**src/rtl/id_ex_skid_stage.sv**
```systemverilog
// id_ex_skid_stage: decode/execute boundary register with a valid/ready
// handshake on both sides, a two-entry skid (main + skid), synchronous
// flush for branch redirect, and op-class decode applied at capture time.
module id_ex_skid_stage #(
    parameter int DATA_W  = 32,
    parameter int REG_AW  = 5,
    parameter int OP_HI_W = 3,
    parameter int OP_LO_W = 5
) (
    input  logic                       clk,
    input  logic                       rst,
    input  logic                       flush,
    input  logic                       id_valid,
    output logic                       id_ready,
    input  logic [OP_HI_W+OP_LO_W-1:0] id_exop,
    input  logic [DATA_W-1:0]          id_srcLeft,
    input  logic [DATA_W-1:0]          id_srcRight,
    input  logic [DATA_W-1:0]          id_offset,
    input  logic [REG_AW-1:0]          id_dest,
    output logic                       ex_valid,
    input  logic                       ex_ready,
    output logic [2:0]                 ex_alusel,
    output logic [OP_LO_W-1:0]         ex_aluop,
    output logic [DATA_W-1:0]          ex_srcLeft,
    output logic [DATA_W-1:0]          ex_srcRight,
    output logic [DATA_W-1:0]          ex_offset,
    output logic [1:0]                 ex_memop,
    output logic [REG_AW-1:0]          ex_dest,
    output logic                       ex_writeEnable
);

    // Handshake: a transfer happens on a side exactly in a cycle where its
    // valid and ready are both high at the rising edge of clk. id_ready is
    // registered and never depends combinationally on ex_ready; ex_valid and
    // the ex_* payload come straight from the main entry register.

    localparam int EXOP_W = OP_HI_W + OP_LO_W;

    typedef struct packed {
        logic [2:0]         alusel;
        logic [OP_LO_W-1:0] aluop;
        logic [DATA_W-1:0]  src_left;
        logic [DATA_W-1:0]  src_right;
        logic [DATA_W-1:0]  offset;
        logic [1:0]         memop;
        logic [REG_AW-1:0]  dest;
        logic               we;
    } entry_t;

    // ST_ONE: main holds an entry; ST_TWO: main and skid both hold entries.
    typedef enum logic [1:0] {
        ST_EMPTY = 2'd0,
        ST_ONE   = 2'd1,
        ST_TWO   = 2'd2
    } state_t;

    state_t              state;
    state_t              state_next;
    entry_t              main_q;
    entry_t              skid_q;
    entry_t              in_entry;
    logic                id_ready_q;
    logic                in_xfer;
    logic                out_xfer;
    logic [OP_HI_W-1:0]  op_class;

    assign in_xfer  = id_valid & id_ready_q;
    assign out_xfer = (state != ST_EMPTY) & ex_ready;
    assign id_ready = id_ready_q;
    assign op_class = id_exop[EXOP_W-1 -: OP_HI_W];

    // Decode the incoming instruction into the control fields stored with it.
    always_comb begin
        in_entry           = '0;
        in_entry.aluop     = id_exop[OP_LO_W-1:0];
        in_entry.src_left  = id_srcLeft;
        in_entry.src_right = id_srcRight;
        in_entry.offset    = id_offset;
        in_entry.dest      = id_dest;
        case (int'(op_class))
            1: begin in_entry.alusel = 3'd1; in_entry.memop = 2'd1; in_entry.we = 1'b1; end
            2: begin in_entry.alusel = 3'd2; in_entry.memop = 2'd1; in_entry.we = 1'b1; end
            3: begin in_entry.alusel = 3'd3; in_entry.memop = 2'd1; in_entry.we = 1'b1; end
            4: begin in_entry.alusel = 3'd4; in_entry.memop = 2'd1; in_entry.we = 1'b1; end
            5: begin in_entry.alusel = 3'd5; in_entry.memop = 2'd2; in_entry.we = 1'b1; end
            6: begin in_entry.alusel = 3'd5; in_entry.memop = 2'd3; in_entry.we = 1'b0; end
            default: begin in_entry.alusel = 3'd0; in_entry.memop = 2'd0; in_entry.we = 1'b0; end
        endcase
        // r0 is hard-wired zero: suppress any register write aimed at it.
        if (id_dest == '0) begin
            in_entry.we = 1'b0;
            if (in_entry.memop == 2'd1) begin
                in_entry.memop = 2'd0;
            end
        end
    end

    // State register plus the registered ready, which is high whenever the
    // skid entry will be empty.
    always_ff @(posedge clk) begin
        if (rst) begin
            state      <= ST_EMPTY;
            id_ready_q <= 1'b1;
        end else begin
            state      <= state_next;
            id_ready_q <= (state_next != ST_TWO);
        end
    end

    // Next-state logic; flush empties the stage regardless of transfers.
    always_comb begin
        state_next = state;
        case (state)
            ST_EMPTY: if (in_xfer) state_next = ST_ONE;
            ST_ONE: begin
                if (in_xfer && !out_xfer)      state_next = ST_TWO;
                else if (!in_xfer && out_xfer) state_next = ST_EMPTY;
            end
            ST_TWO:   if (out_xfer) state_next = ST_ONE;
            default:  state_next = ST_EMPTY;
        endcase
        if (flush) begin
            state_next = ST_EMPTY;
        end
    end

    // Entry registers: load main or skid, shift skid forward on drain, and
    // zero anything that becomes invalid so idle outputs read as 0.
    always_ff @(posedge clk) begin
        if (rst || flush) begin
            main_q <= '0;
            skid_q <= '0;
        end else begin
            case (state)
                ST_EMPTY: if (in_xfer) main_q <= in_entry;
                ST_ONE: begin
                    if (in_xfer && out_xfer) main_q <= in_entry;
                    else if (in_xfer)        skid_q <= in_entry;
                    else if (out_xfer)       main_q <= '0;
                end
                ST_TWO: begin
                    if (out_xfer) begin
                        main_q <= skid_q;
                        skid_q <= '0;
                    end
                end
                default: begin
                    main_q <= '0;
                    skid_q <= '0;
                end
            endcase
        end
    end

    // Output logic: the main entry drives EX, gated to zero when invalid.
    always_comb begin
        ex_valid       = (state != ST_EMPTY);
        ex_alusel      = '0;
        ex_aluop       = '0;
        ex_srcLeft     = '0;
        ex_srcRight    = '0;
        ex_offset      = '0;
        ex_memop       = '0;
        ex_dest        = '0;
        ex_writeEnable = 1'b0;
        if (ex_valid) begin
            ex_alusel      = main_q.alusel;
            ex_aluop       = main_q.aluop;
            ex_srcLeft     = main_q.src_left;
            ex_srcRight    = main_q.src_right;
            ex_offset      = main_q.offset;
            ex_memop       = main_q.memop;
            ex_dest        = main_q.dest;
            ex_writeEnable = main_q.we;
        end
    end

endmodule
```
**config.mk**
```make
export PLATFORM = sky130hd
export DESIGN_NAME = id_ex_skid_stage
export DESIGN_NICKNAME = d
export VERILOG_FILES = /design/src/rtl/id_ex_skid_stage.sv
export SDC_FILE = /design/constraint.sdc
export NUM_CORES = 1
export LEC_CHECK = 0
export BUFFER_PORTS_ARGS = -buffer_cell sky130_fd_sc_hd__buf_4
export CORE_AREA = 2 2 154 156
export DETAILED_ROUTE_END_ITERATION = 12
export DIE_AREA = 0 0 156 158
export GPL_TIMING_DRIVEN = 0
export HOLD_SLACK_MARGIN = 0.05
export PLACE_DENSITY = 0.67
export SYNTH_ARGS = -nofsm -noshare
export SYNTH_HDL_FRONTEND = slang
export SYNTH_SLANG_ARGS = --single-unit
```
**constraint.sdc**
```tcl
create_clock -name clk -period 1.91 [get_ports clk]
set_input_delay 0.2865 -clock clk [delete_from_list [all_inputs] [get_ports clk]]
set_output_delay 0.2865 -clock clk [all_outputs]
set_load 0.05 [all_outputs]
```
==> reports/summary.txt <==
outcome: finished with violations
failing checks: setup timing
Slew HR: 0.564
fraction of layout cells with a size suffix above 1: 0.263
Finished Cell Area: 0.0147 mm2
post-layout util: 0.638
RSZ-0062 raised after global routing: true
CP max FO: 7
Clock transition at path regs: 0.06 ns
CORE AREA: 0.0231 mm2
IO Pins: 228
CP endpoint kind: output port
worst hold path type: in2reg
asr flop ratio synth: 0
Synth Area in Adders: 0
initial antenna violation count: 0
final worst slack: -0.228 ns
final slew viol count: 0
detailed-route via count: 10100
total track usage: 0.260
CP Data Required Time: 1.62 ns
vias per cell: 5.54
H-tree levels: 1
GPL Wtd Cong: 0.869
Worst Tran Pin Value: 0.654 ns
Die W: 156 um
Worst Skew: 0.0110 ns
CP Class: reg2out
Post-synth EDFFs: 0
Cells after Synth: 1140
pwr dens: 784 mW/mm2
placed cell count: 1654
Final Setup Violations: 112
n_diodes: 0
post-synthesis mux area share: 0.0508
hold slack: 0.0548 ns
flops & latches, synth: 227
first-pass GRT wire length: 51000 um
final hold viol count: 0
Compound-Gate Fraction of Synth Area: 0.231
dpl cell area: 0.0120 mm2
synth warn: 0
crit share post-route: 1.12
sequential fraction of the synthesis area: 0.457
Post-DRT Antenna Nets: 0
GR Overflow Total: 0
ys flop type: dfxtp_1
Min Clock Period, post-route: 2.14 ns
total clock sinks: 227
largest family of logic cells by synthesized area: compound AO/OA/AOI/OAI gates
Port Buf Inserts: 224
clk root buf: clkbuf_16
CP arrival: 1.85 ns
initial drt markers: 725
VDD IR max: 0.563 mV
post-detail-place hpwl: 21700 um
element type at the critical path start: flip-flop
std cell rows: 56
die area: 0.0246 mm2
Die Y: 158 um
Final Non-Filler Cells: 1815
Clock Path Buffers: 3
setup TNS: -19.25 ns
Initial Util: 0.431
clock latency on the worst-skew pair: 0.53 ns
xor and xnor area share after synthesis: 0.00176
residual DRC count: 0
Static Leak: 5.72 nW
CTS tree: done
Design Power: 11.5 mW
highest clock rate: 0.468 GHz
Avg Inst Size Synth: 8.72 um2
pre-CTS WS: -0.591 ns
WL final: 33200 um
CTS Buf Count: 24
Yosys cell types: 45
# nets final: 1621
Max Cap Viol: 0
largest net degree at the start of global routing: 14
Synth Cell Area: 0.00994 mm2
vias in the first global route: 9610
Pre-Repair DR Iteration Count: 6
Mapped Nets: 1254
simple-gate area share of the yosys netlist: 0.203
Area Overhead vs Synth: 47.8%
WL/cell: 18.3 um
## kinds of logic after synthesis
logic type	after synthesis
AOI/OAI and AO/OA	331
xor gates and xnor gates	2
buffers and inverters	118
DFF	227
muxes	50
and+or+nand+nor	412
## critical path: stages (launching register included)
cell	delay, ns
dfxtp_1	0.31
buf_6	0.12
nor2_4	0.13
inv_4	0.10
clkbuf_16	0.19
clkbuf_8	0.15
and2_1	0.18
buf_6	0.16
## cells in the mapped netlist, drive strengths merged (2+ instances only)
cell type	instances	area share
dfxtp	227	0.46
a21oi	138	0.069
and2	113	0.071
nor2	101	0.038
nand2	94	0.035
nand3	86	0.043
o2bb2ai	85	0.075
buf	67	0.038
a22oi	66	0.050
clkbuf	48	0.018
mux2i	46	0.046
a222oi	22	0.022
nor3	7	0.0063
o21ai	6	0.0030
mux2	4	0.0045
inv	3	0.0011
nor2b	3	0.0026
or3	3	0.0019
a31oi	2	0.0013
o21a	2	0.0015
## layout make-up
cell class	instances	area, um2
Buffer	113	783
Clock buffer	36	737
Clock inverter	8	140
Fill cell	1935	8350
Inverter	3	13.8
Multi-Input combinational cell	795	4920
Sequential cell	227	4550
Tap cell	290	363
Timing Repair Buffer	343	3190
## registers in the layout, indices dropped and copies added, names as in the netlist
name      flops
id_ready      1
skid_q      112
state         2
main_q      112
## layer usage
layer  share of wire  up-vias  GRT usage
li1                -     4823          -
met1            0.44     4826      0.346
met2            0.48      359      0.444
met3           0.061       52     0.0331
met4           0.022        0     0.0730
met5               0        -          0
## final timing paths
path | start | slack (ns) | depth (start not counted) | end
min reg2reg | skid_q[106] | 0.45 | 2 | skid_q[106]
min | id_exop[2] | 0.05 | 3 | skid_q[106]
max reg2reg | state[1] | 0.09 | 8 | main_q[94]
max | state[1] | -0.23 | 7 | ex_srcRight[27]
## where the power goes
group | total (mW) | switching (mW) | internal (mW)
Clock | 5.15 | 1.96 | 3.20
Sequential | 4.89 | 0.0542 | 4.84
Combinational | 1.47 | 0.808 | 0.666
Total | 11.5 | 2.82 | 8.70
## cell usage in the layout, fill, tap and decap left out, drive strengths merged, types with 4 or more instances in the layout
cell type | Yosys | final
clkinv | 0 | 4
o21ai | 6 | 6
mux2 | 4 | 4
dlygate4sd3 | 0 | 102
dfxtp | 227 | 227
nor3 | 7 | 7
clkbuf | 48 | 104
a222oi | 22 | 22
nand3 | 86 | 86
a22oi | 66 | 66
nor2 | 101 | 101
o2bb2ai | 85 | 85
bufinv | 0 | 4
mux2i | 46 | 46
buf | 67 | 286
and2 | 113 | 113
a21oi | 138 | 138
nand2 | 94 | 94
## what timing repair did
item | CTS | global route
pin swaps | 3 | 3
gates cloned | 9 | 0
hold endpoints to repair | 122 | 0
setup buffers | 5 | 3
resized for setup | 147 | 40
hold buffers | 102 | 0
endpoints found under the setup margin | 294 | 313
Note: power is estimated with default switching activity, not from simulation.
